==> src/rtl/pong_pkg.sv <==
// Shared Pong constants: match-state encoding, side ids and default timing,
// used by the match sequencer, ball engine and score display.
package pong_pkg;

  typedef enum logic [5:0] {
    ST_IDLE   = 6'b000001,
    ST_SERVE  = 6'b000010,
    ST_RALLY  = 6'b000100,
    ST_PAUSED = 6'b001000,
    ST_POINT  = 6'b010000,
    ST_DONE   = 6'b100000
  } state_e;

  localparam logic SIDE_P1 = 1'b0;
  localparam logic SIDE_P2 = 1'b1;

  localparam int WIN_SCORE_DEF      = 10;
  localparam int SERVE_FRAMES_DEF   = 60;
  localparam int POINT_FRAMES_DEF   = 90;
  localparam int HITS_PER_LEVEL_DEF = 4;
  localparam int MAX_LEVEL_DEF      = 3;

  function automatic logic [3:0] sat_inc4(input logic [3:0] v);
    return (v == 4'hf) ? v : v + 4'd1;
  endfunction

endpackage

==> src/rtl/pong_match_ctrl_if.sv <==
// Event inputs and play-control outputs of the Pong match sequencer.
interface pong_match_ctrl_if;
  logic       frame_tick;
  logic       start_btn;
  logic       pause_btn;
  logic       point_p1;
  logic       point_p2;
  logic       paddle_hit;
  logic       ball_hold;
  logic       ball_run;
  logic       serve_dir;
  logic [1:0] speed_level;
  logic [3:0] p1_score;
  logic [3:0] p2_score;
  logic       game_over;
  logic       winner;

  modport master (
    output frame_tick, start_btn, pause_btn, point_p1, point_p2, paddle_hit,
    input  ball_hold, ball_run, serve_dir, speed_level, p1_score, p2_score,
           game_over, winner
  );

  modport slave (
    input  frame_tick, start_btn, pause_btn, point_p1, point_p2, paddle_hit,
    output ball_hold, ball_run, serve_dir, speed_level, p1_score, p2_score,
           game_over, winner
  );
endinterface

==> src/rtl/pong_frame_timer.sv <==
// Loadable frame down-counter; expire flags the tick that arrives at zero.
module pong_frame_timer #(
  parameter int W = 7
) (
  input  logic         clk,
  input  logic         reset,
  input  logic         load,
  input  logic [W-1:0] load_val,
  input  logic         tick,
  output logic         expire
);

  logic [W-1:0] cnt_q, cnt_d;

  // load wins over a same-cycle tick, so the entry tick is never counted
  always_comb begin
    cnt_d = cnt_q;
    if (load)
      cnt_d = load_val;
    else if (tick && cnt_q != '0)
      cnt_d = cnt_q - 1'b1;
  end

  assign expire = tick && (cnt_q == '0);

  always_ff @(posedge clk or negedge reset) begin
    if (!reset) cnt_q <= '0;
    else        cnt_q <= cnt_d;
  end

endmodule

==> src/rtl/pong_match_ctrl.sv <==
// Pong match sequencer: serve countdown, rally, pause, point freeze and game
// over; owns both scores, serve direction and the rally speed level.
module pong_match_ctrl
  import pong_pkg::*;
#(
  parameter int WIN_SCORE      = WIN_SCORE_DEF,
  parameter int SERVE_FRAMES   = SERVE_FRAMES_DEF,
  parameter int POINT_FRAMES   = POINT_FRAMES_DEF,
  parameter int HITS_PER_LEVEL = HITS_PER_LEVEL_DEF,
  parameter int MAX_LEVEL      = MAX_LEVEL_DEF
) (
  input logic              clk,
  input logic              reset,
  pong_match_ctrl_if.slave bus
);

  localparam int FRAMES_MAX = (SERVE_FRAMES > POINT_FRAMES) ? SERVE_FRAMES : POINT_FRAMES;
  localparam int CNT_W      = $clog2(FRAMES_MAX + 1);
  localparam int HIT_W      = $clog2(HITS_PER_LEVEL + 1);

  localparam logic [CNT_W-1:0] SERVE_LD = CNT_W'(SERVE_FRAMES - 1);
  localparam logic [CNT_W-1:0] POINT_LD = CNT_W'(POINT_FRAMES - 1);
  localparam logic [HIT_W-1:0] HIT_WRAP = HIT_W'(HITS_PER_LEVEL);
  localparam logic [1:0]       LVL_MAX  = 2'(MAX_LEVEL);
  localparam logic [3:0]       WIN      = 4'(WIN_SCORE);

  state_e           state_q, state_d;
  logic [3:0]       p1_q, p1_d, p2_q, p2_d;
  logic [1:0]       lvl_q, lvl_d;
  logic [HIT_W-1:0] hit_q, hit_d, hit_inc;
  logic             dir_q, dir_d, win_q, win_d;
  logic             hold_q, hold_d, run_q, run_d, over_q, over_d;
  logic             tmr_load, tmr_tick, tmr_exp;
  logic [CNT_W-1:0] tmr_val;

  // only the two countdown states let frames reach the timer
  assign tmr_tick = bus.frame_tick && (state_q == ST_SERVE || state_q == ST_POINT);

  pong_frame_timer #(.W(CNT_W)) u_timer (
    .clk      (clk),
    .reset    (reset),
    .load     (tmr_load),
    .load_val (tmr_val),
    .tick     (tmr_tick),
    .expire   (tmr_exp)
  );

  always_comb begin
    state_d  = state_q;
    p1_d     = p1_q;
    p2_d     = p2_q;
    lvl_d    = lvl_q;
    hit_d    = hit_q;
    dir_d    = dir_q;
    win_d    = win_q;
    tmr_load = 1'b0;
    tmr_val  = SERVE_LD;
    hit_inc  = hit_q + 1'b1;

    case (state_q)
      ST_IDLE: if (bus.start_btn) begin
        p1_d     = '0;
        p2_d     = '0;
        lvl_d    = '0;
        hit_d    = '0;
        dir_d    = SIDE_P1;
        tmr_load = 1'b1;
        state_d  = ST_SERVE;
      end

      ST_SERVE: if (tmr_exp) state_d = ST_RALLY;

      ST_RALLY: begin
        if (bus.point_p1 || bus.point_p2) begin
          // a point beats a same-cycle pause or hit; P1 wins a double point
          if (bus.point_p1) begin
            p1_d  = sat_inc4(p1_q);
            dir_d = SIDE_P2;
          end else begin
            p2_d  = sat_inc4(p2_q);
            dir_d = SIDE_P1;
          end
          lvl_d    = '0;
          hit_d    = '0;
          tmr_load = 1'b1;
          tmr_val  = POINT_LD;
          state_d  = ST_POINT;
        end else begin
          if (bus.paddle_hit) begin
            if (hit_inc == HIT_WRAP) begin
              hit_d = '0;
              if (lvl_q != LVL_MAX) lvl_d = lvl_q + 1'b1;
            end else begin
              hit_d = hit_inc;
            end
          end
          if (bus.pause_btn) state_d = ST_PAUSED;
        end
      end

      ST_PAUSED: if (bus.pause_btn) state_d = ST_RALLY;

      ST_POINT: begin
        if (p1_q == WIN || p2_q == WIN) begin
          win_d   = (p2_q == WIN) ? SIDE_P2 : SIDE_P1;
          state_d = ST_DONE;
        end else if (tmr_exp) begin
          tmr_load = 1'b1;
          state_d  = ST_SERVE;
        end
      end

      ST_DONE: if (bus.start_btn) state_d = ST_IDLE;

      default: state_d = ST_IDLE;
    endcase
  end

  // ball/game flags are flopped from the next state so they stay glitch-free
  always_comb begin
    hold_d = (state_d == ST_IDLE) || (state_d == ST_SERVE) ||
             (state_d == ST_POINT) || (state_d == ST_DONE);
    run_d  = (state_d == ST_RALLY);
    over_d = (state_d == ST_DONE);
  end

  always_ff @(posedge clk or negedge reset) begin
    if (!reset) begin
      state_q <= ST_IDLE;
      p1_q    <= '0;
      p2_q    <= '0;
      lvl_q   <= '0;
      hit_q   <= '0;
      dir_q   <= SIDE_P1;
      win_q   <= SIDE_P1;
      hold_q  <= 1'b1;
      run_q   <= 1'b0;
      over_q  <= 1'b0;
    end else begin
      state_q <= state_d;
      p1_q    <= p1_d;
      p2_q    <= p2_d;
      lvl_q   <= lvl_d;
      hit_q   <= hit_d;
      dir_q   <= dir_d;
      win_q   <= win_d;
      hold_q  <= hold_d;
      run_q   <= run_d;
      over_q  <= over_d;
    end
  end

  assign bus.ball_hold   = hold_q;
  assign bus.ball_run    = run_q;
  assign bus.serve_dir   = dir_q;
  assign bus.speed_level = lvl_q;
  assign bus.p1_score    = p1_q;
  assign bus.p2_score    = p2_q;
  assign bus.game_over   = over_q;
  assign bus.winner      = win_q;

endmodule
==> src/flat_wrapper.sv <==
// flat-port wrapper written by rule: the top's interface ports become plain ports
module pong_match_ctrl_flat import pong_pkg::*;
#(
  parameter int WIN_SCORE      = WIN_SCORE_DEF,
  parameter int SERVE_FRAMES   = SERVE_FRAMES_DEF,
  parameter int POINT_FRAMES   = POINT_FRAMES_DEF,
  parameter int HITS_PER_LEVEL = HITS_PER_LEVEL_DEF,
  parameter int MAX_LEVEL      = MAX_LEVEL_DEF
)
  (clk, reset, bus_frame_tick, bus_start_btn, bus_pause_btn, bus_point_p1, bus_point_p2, bus_paddle_hit, bus_ball_hold, bus_ball_run, bus_serve_dir, bus_speed_level, bus_p1_score, bus_p2_score, bus_game_over, bus_winner);
  pong_match_ctrl_if bus_i ();
  input logic clk;
  input logic reset;
  input wire logic [$bits(bus_i.frame_tick)-1:0] bus_frame_tick;
  input wire logic [$bits(bus_i.start_btn)-1:0] bus_start_btn;
  input wire logic [$bits(bus_i.pause_btn)-1:0] bus_pause_btn;
  input wire logic [$bits(bus_i.point_p1)-1:0] bus_point_p1;
  input wire logic [$bits(bus_i.point_p2)-1:0] bus_point_p2;
  input wire logic [$bits(bus_i.paddle_hit)-1:0] bus_paddle_hit;
  output wire logic [$bits(bus_i.ball_hold)-1:0] bus_ball_hold;
  output wire logic [$bits(bus_i.ball_run)-1:0] bus_ball_run;
  output wire logic [$bits(bus_i.serve_dir)-1:0] bus_serve_dir;
  output wire logic [$bits(bus_i.speed_level)-1:0] bus_speed_level;
  output wire logic [$bits(bus_i.p1_score)-1:0] bus_p1_score;
  output wire logic [$bits(bus_i.p2_score)-1:0] bus_p2_score;
  output wire logic [$bits(bus_i.game_over)-1:0] bus_game_over;
  output wire logic [$bits(bus_i.winner)-1:0] bus_winner;
  assign bus_i.frame_tick = bus_frame_tick;
  assign bus_i.start_btn = bus_start_btn;
  assign bus_i.pause_btn = bus_pause_btn;
  assign bus_i.point_p1 = bus_point_p1;
  assign bus_i.point_p2 = bus_point_p2;
  assign bus_i.paddle_hit = bus_paddle_hit;
  assign bus_ball_hold = bus_i.ball_hold;
  assign bus_ball_run = bus_i.ball_run;
  assign bus_serve_dir = bus_i.serve_dir;
  assign bus_speed_level = bus_i.speed_level;
  assign bus_p1_score = bus_i.p1_score;
  assign bus_p2_score = bus_i.p2_score;
  assign bus_game_over = bus_i.game_over;
  assign bus_winner = bus_i.winner;
  pong_match_ctrl #(.WIN_SCORE(WIN_SCORE), .SERVE_FRAMES(SERVE_FRAMES), .POINT_FRAMES(POINT_FRAMES), .HITS_PER_LEVEL(HITS_PER_LEVEL), .MAX_LEVEL(MAX_LEVEL)) u_core (.clk(clk), .reset(reset), .bus(bus_i));
endmodule
==> config.mk <==
export PLATFORM = sky130hd
export DESIGN_NAME = pong_match_ctrl_flat
export DESIGN_NICKNAME = d
export VERILOG_FILES = /design/src/rtl/pong_pkg.sv /design/src/rtl/pong_match_ctrl_if.sv /design/src/rtl/pong_frame_timer.sv /design/src/rtl/pong_match_ctrl.sv /design/src/flat_wrapper.sv
export SDC_FILE = /design/constraint.sdc
export NUM_CORES = 1
export LEC_CHECK = 0
export ABC_AREA = 1
export CAP_MARGIN = 20
export CELL_PAD_IN_SITES_DETAIL_PLACEMENT = 1
export CELL_PAD_IN_SITES_GLOBAL_PLACEMENT = 1
export CORE_MARGIN = 3
export CORE_UTILIZATION = 35
export DETAILED_ROUTE_END_ITERATION = 10
export GPL_TIMING_DRIVEN = 0
export PLACE_DENSITY_LB_ADDON = 0.1
export SLEW_MARGIN = 30
export SYNTH_ARGS = -nofsm -noshare
export SYNTH_HDL_FRONTEND = slang
export SYNTH_SLANG_ARGS = --single-unit
==> constraint.sdc <==
create_clock -name clk -period 1.8 [get_ports clk]
set_clock_uncertainty 0.2 [all_clocks]
set_input_delay 0.36 -clock clk [delete_from_list [all_inputs] [get_ports clk]]
set_output_delay 0.36 -clock clk [all_outputs]
set_load 0.005 [all_outputs]
# Yosys cells after proc, flatten, opt, wreduce, memory -nomap -nowiden
# Index checks and enable logic that the tools add are counted.
# W data, S select, Z words.
dict set report totals {
  reg_bits 31
  in_bits 8
  out_inout_bits 15
  word_cells 104
}
dict set report classes {
  n_addsub 5
  eq_ne 26
  mux 43
  n_reduce_logical 19
}
# operator n
set op_table {}
lappend op_table {{$mux W6} 8}
lappend op_table {{$pmux W6 S6} 1}
lappend op_table {{$mux W4} 7}
lappend op_table {{$mux W7} 4}
lappend op_table {{$eq A4 B4 Y1 const B} 4}
lappend op_table {{$pmux W4 S2} 2}
lappend op_table {{$reduce_and A5 Y1} 3}
lappend op_table {{$eq A6 B1 Y1 const B} 2}
lappend op_table {{$eq A6 B2 Y1 const B} 2}
lappend op_table {{$eq A6 B3 Y1 const B} 2}
lappend op_table {{$eq A6 B5 Y1 const B} 2}
lappend op_table {{$eq A6 B6 Y1 const B} 2}
lappend op_table {{$mux W3} 4}
lappend op_table {{$ne A2 B2 Y1 const B} 6}
lappend op_table {{$mux W2} 5}
lappend op_table {{$add A4 B1 Y4 const B} 2}
lappend op_table {{$mux W1} 8}
lappend op_table {{$logic_not A7 Y1} 1}
lappend op_table {{$reduce_bool A7 Y1} 1}
lappend op_table {{$sub A7 B1 Y7 const B} 1}
lappend op_table {{$eq A6 B4 Y1 const B} 1}
lappend op_table {{$logic_or A1 B1 Y1} 6}
lappend op_table {{$ne A3 B1 Y1 const B} 2}
lappend op_table {{$pmux W3 S2} 1}
lappend op_table {{12 further kinds} 16}

# Logic depth before layout (Yosys ltp)
dict set report logic_depth {
  depth_word 11
  depth_mapped 10
}

# Hierarchy
# Synthesis repeated with hierarchy kept, for this count alone.
dict set report hier_totals {
  hier_cells 254
  hier_area_um2 2024.4
}
# mod instances cells_each area_per_inst_um2 seq_area_each_um2
set by_module_without_submodules {}
lappend by_module_without_submodules {pong_match_ctrl 1 180 1448.9 603.1}
lappend by_module_without_submodules {pong_frame_timer 1 74 575.6 175.2}

# Least setup slack after synthesis
# Ideal clock, no wire load.
dict set report synth_timing {
  kind {flip-flop to flip-flop}
  from {reg u_core.p2_q[0], in the netlist u_core.bus.p2_score[0]}
  to {reg u_core.u_timer.cnt_q[1]}
  setup_ps 120
  t_arrival_ps 1335
  required_time_ps 1480
  setup_slack_ps 145
  stages_incl_launch_ff 11
  cell_sequence {dfrtp_1 inv_1 ha_1 nand3_1 nand2_1 nor2_2 nand4_2 nand2_1 inv_1 nand2_1 nand2_1}
}
dict set report synth_between {
  elab_chain_cells 5
  elab_cells_between_ends 6
}
# item line_no
set synth_rtl {}
lappend synth_rtl {{start: declaration} pong_match_ctrl.sv:28} ;# logic [3:0] p1_q, p1_d, p2_q, p2_d;
lappend synth_rtl {{start signal: assignment} pong_match_ctrl.sv:142} ;# p2_q <= p2_d;
lappend synth_rtl {{$eq A4 B4 Y1 *} pong_match_ctrl.sv:104} ;# if (p1_q == WIN || p2_q == WIN) begin
lappend synth_rtl {{$logic_or A1 B1 Y1 *} pong_match_ctrl.sv:104}
lappend synth_rtl {{$mux W1 *} pong_match_ctrl.sv:104}
lappend synth_rtl {{$pmux W1 S3 *} pong_match_ctrl.sv:60} ;# case (state_q)
lappend synth_rtl {{$mux W7 / $reduce_bool A2 Y1 (equally long branches)} --}
lappend synth_rtl {{end signal: assignment} pong_frame_timer.sv:28} ;# else cnt_q <= cnt_d;
lappend synth_rtl {{end: declaration} pong_frame_timer.sv:13} ;# logic [W-1:0] cnt_q, cnt_d;
# Every way passes the cells marked *; elsewhere a longest branch is shown, timed or not.
# A chain may end at the register's enable or synchronous reset.

# Worst setup path after layout
dict set report layout_timing {
  from {reg u_core.state_q[5]}
  to {reg u_core.p1_q[3], in the netlist u_core.bus.p1_score[3]}
}
dict set report layout_between {
  elab_chain_cells 3
  elab_cells_between_ends 9
}
# item line_no
set layout_rtl {}
lappend layout_rtl {{start: declaration} pong_match_ctrl.sv:27} ;# state_e state_q, state_d;
lappend layout_rtl {{start signal: assignment} pong_match_ctrl.sv:140} ;# state_q <= state_d;
lappend layout_rtl {{$eq A6 B3 Y1 / $eq A6 B1 Y1 (equally long branches)} pong_match_ctrl.sv:60}
lappend layout_rtl {{$ne A2 B2 Y1 (no line), or another cell as far along} --}
lappend layout_rtl {{$reduce_and A5 Y1 (no line)} --}
lappend layout_rtl {{end signal: assignment} pong_match_ctrl.sv:141} ;# p1_q <= p1_d;
lappend layout_rtl {{end: declaration} pong_match_ctrl.sv:28}
# Several ways; a longest one is shown, not always the timed one.

==> results.cfg <==
[setup_path]
cp-end-kind = register
cp_max_fo = 6
crit_type = reg -> reg
start_kind = register
crit_required_ns = 1.81
arrival_ns = 1.84

[synth]
synth_top_area_share_pct = 38.5
syn_area_um2 = 1880
synth_commonest_cells = nand2_1 (47), inv_1 (30), dfrtp_1 (29)
syn_nets = 243
synthCells = 226
synth_seq_cells = 31
synth_edf_count = 0
yosysTopAreaCell = dfrtp_1
synth.most_common_cell = nand2_1
synth_cell_type_count = 31
synth_ff_type = dfrtp_1
avgSynthCellArea_um2 = 8.33
yosysWarningCount = 0
yosysSeqAreaShare_pct = 41.3
synth-async-reset-ratio_pct = 100
ys_top_cells_by_area = dfrtp_1 (39%), nand2_1 (9.4%), ha_1 (6.0%), inv_1 (6.0%), nand3_1 (5.3%)

[hold_path]
hp-class = reg -> reg

[global_route]
antenna_found_initial = 0
first_global_vias = 1878
grt_overflow = 0
grt_pass1_wl_um = 8910
grt_usage_pct = 18.1
grt_max_degree = 19

[sta]
fin_ws_ns = -0.0294
rsz0062_at_grt = true
slew_viol_final = 0
worstMarginPinSlew_ns = 0.385
fin_crit_sh_pct = 102
hold_viol = 0
post-route-min-period_ns = 1.83
clock.fmax_mhz = 547
setup_viol = 7
slew_headroom_pct = 74.3

[drt]
drtPass1Iterations = 4
wl_per_cell_um = 15.0
drt-initial-drc-count = 38
routed-via-count = 1750
drc = 0
ant_nets = 0
totalWireLength_um = 5450
vias_per_cell = 4.82

[power]
switching_share_pct = 41.4
p_sw_uw = 1100
ir_drop_mv = 0.365
p_leak_uw = 0.00137
powerDensity_nw_per_um2 = 953
p_comb_share_pct = 43.7
design_power_total_uw = 2650
intPower_uw = 1550
pwr-share-clk_pct = 20.8
p_seq_share_pct = 35.5

[layout]
drive_gt1_share_pct = 34.8
diodes = 0
finalNetCount = 309
syn_to_final_growth_pct = 47.6

[clocking]
cts_tree = built
cts-root-buf = clkbuf_8
clk_path_buf_depth = 2
clk_pin_slew_worst_paths_ns = 0.08
numCtsBuffers = 5
clk_latency_ns = 0.29
htree_levels = 2
cts.sinks = 31

[floorplanning]
die_h_um = 79.4
io_pins = 23
die_w_um = 79.4
die_area_um2 = 6300
start_util_pct = 36.6
design.core.area_um2 = 5140
num_rows = 26

[placement]
hpwl_um = 3520
port_buffers = 22
pre_cts_slack_ns = -0.380
routabilityCongestion = 0.757

[status]
status = finished, violations left
failed_checks = negative setup slack

[run]
cap_violations = 0
through the flow:
stage | instances | setup TNS (ns) | hold WS, ns | utilization (%) | instance area [um2]
after floorplan | 226 | 0 | -0.136 | - | 1880
after global placement | 318 | -23.18 | 0.259 | 42.6 | 2190
after detailed placement | 319 | -7.19 | 0.0970 | 43.1 | 2210
after CTS | 340 | -0.00492 | 0.295 | 48.1 | 2470
after global routing | 363 | -1.53 | 0.363 | 54.1 | 2780
final | 363 | -0.150 | 0.291 | 54.1 | 2780
layout by cell type, fill, tap and decap left out, types with 3 or more instances in the layout:
cell type / n
buf_4: 30
buf_6: 4
clkbuf_8: 5
clkdlybuf4s50_1: 15
dfrtp_1: 26
dfrtp_2: 3
dlymetal6s2s_1: 5
ha_1: 9
inv_1: 23
inv_2: 8
nand2_1: 42
nand2_2: 5
nand2_4: 5
nand3_1: 17
nand3_2: 3
nand3_4: 6
nand4_1: 4
nand4_4: 3
nor2_1: 18
nor2_4: 10
o21ai_0: 9
o21ai_1: 7
xor2_1: 5
per-layer routing:
layer | share of wire, % | track usage, % | routed length (um)
met2 | 51 | 30.7 | 2760
met5 | 0 | 0 | 0
met1 | 46 | 23.5 | 2490
met3 | 2.7 | 3.63 | 149
met4 | 0.94 | 4.47 | 51
power by group through the flow:
| stage | sequential [uW] | combinational [uW] | clock, uW |
|---|---|---|---|
| 2_1_floorplan | 911 | 642 | 0 |
| 3_3_place_gp | 931 | 808 | 0 |
| 3_5_place_dp | 936 | 838 | 0 |
| 4_1_cts | 930 | 941 | 571 |
| 5_1_grt | 962 | 1300 | 604 |
| 6_report | 940 | 1160 | 552 |
worst paths after layout:
path	startpoint	to	slack, ns	depth (start not counted)
max	u_core.state_q[5]	u_core.bus.p1_score[3]	-0.03	7
min	u_core.bus.winner	u_core.bus.winner	0.29	2
max reg2reg	u_core.state_q[5]	u_core.bus.p1_score[3]	-0.03	7
min reg2reg	u_core.bus.winner	u_core.bus.winner	0.29	2
max in group asynchronous	reset	u_core.state_q[0]	0.56	3
min in group asynchronous	reset	u_core.bus.game_over	0.34	2
cell type report:
type / instances / area [um2]
flip-flops and latches: 31 / 782
well taps: 70 / 87.6
clock buffers: 7 / 76.3
repair buffers: 59 / 554
inverters: 34 / 138
clock inverters: 1 / 5.00
fillers: 621 / 2360
multi-input cells: 161 / 1140
registers in the layout, summed over array words and instances, names as in the netlist:
signal and flops:
u_core.bus.ball_hold 1, u_core.bus.game_over 1, u_core.bus.p2_score 4, u_core.bus.speed_level 2, u_core.bus.ball_run 1, u_core.hit_q 3
u_core.u_timer.cnt_q 7, u_core.bus.p1_score 4, u_core.bus.winner 1, u_core.state_q 6, u_core.bus.serve_dir 1
kinds of logic after synthesis:
family	share of synthesized area [%]
flops	41.3
simple gates	33.7
buf+inv	6.98
fa+ha+maj	5.98
xor+xnor	2.79
compound gates	9.24
worst max-delay path: stages, from the launching register on:
cell     delay, ns
dfrtp_2       0.44
nor2_4        0.27
buf_12        0.15
nand4_4       0.14
o21ai_4       0.29
buf_6         0.15
nand2_2       0.04
o21ai_1       0.06
timing repair:
action,CTS,global route
hold endpoints to repair,12,0
endpoints found under the setup margin,25,31
hold buffers,1,0
resized for setup,15,47
pin swaps,6,14
setup buffers,12,23
No activity file was read; power rests on OpenSTA's default activity.
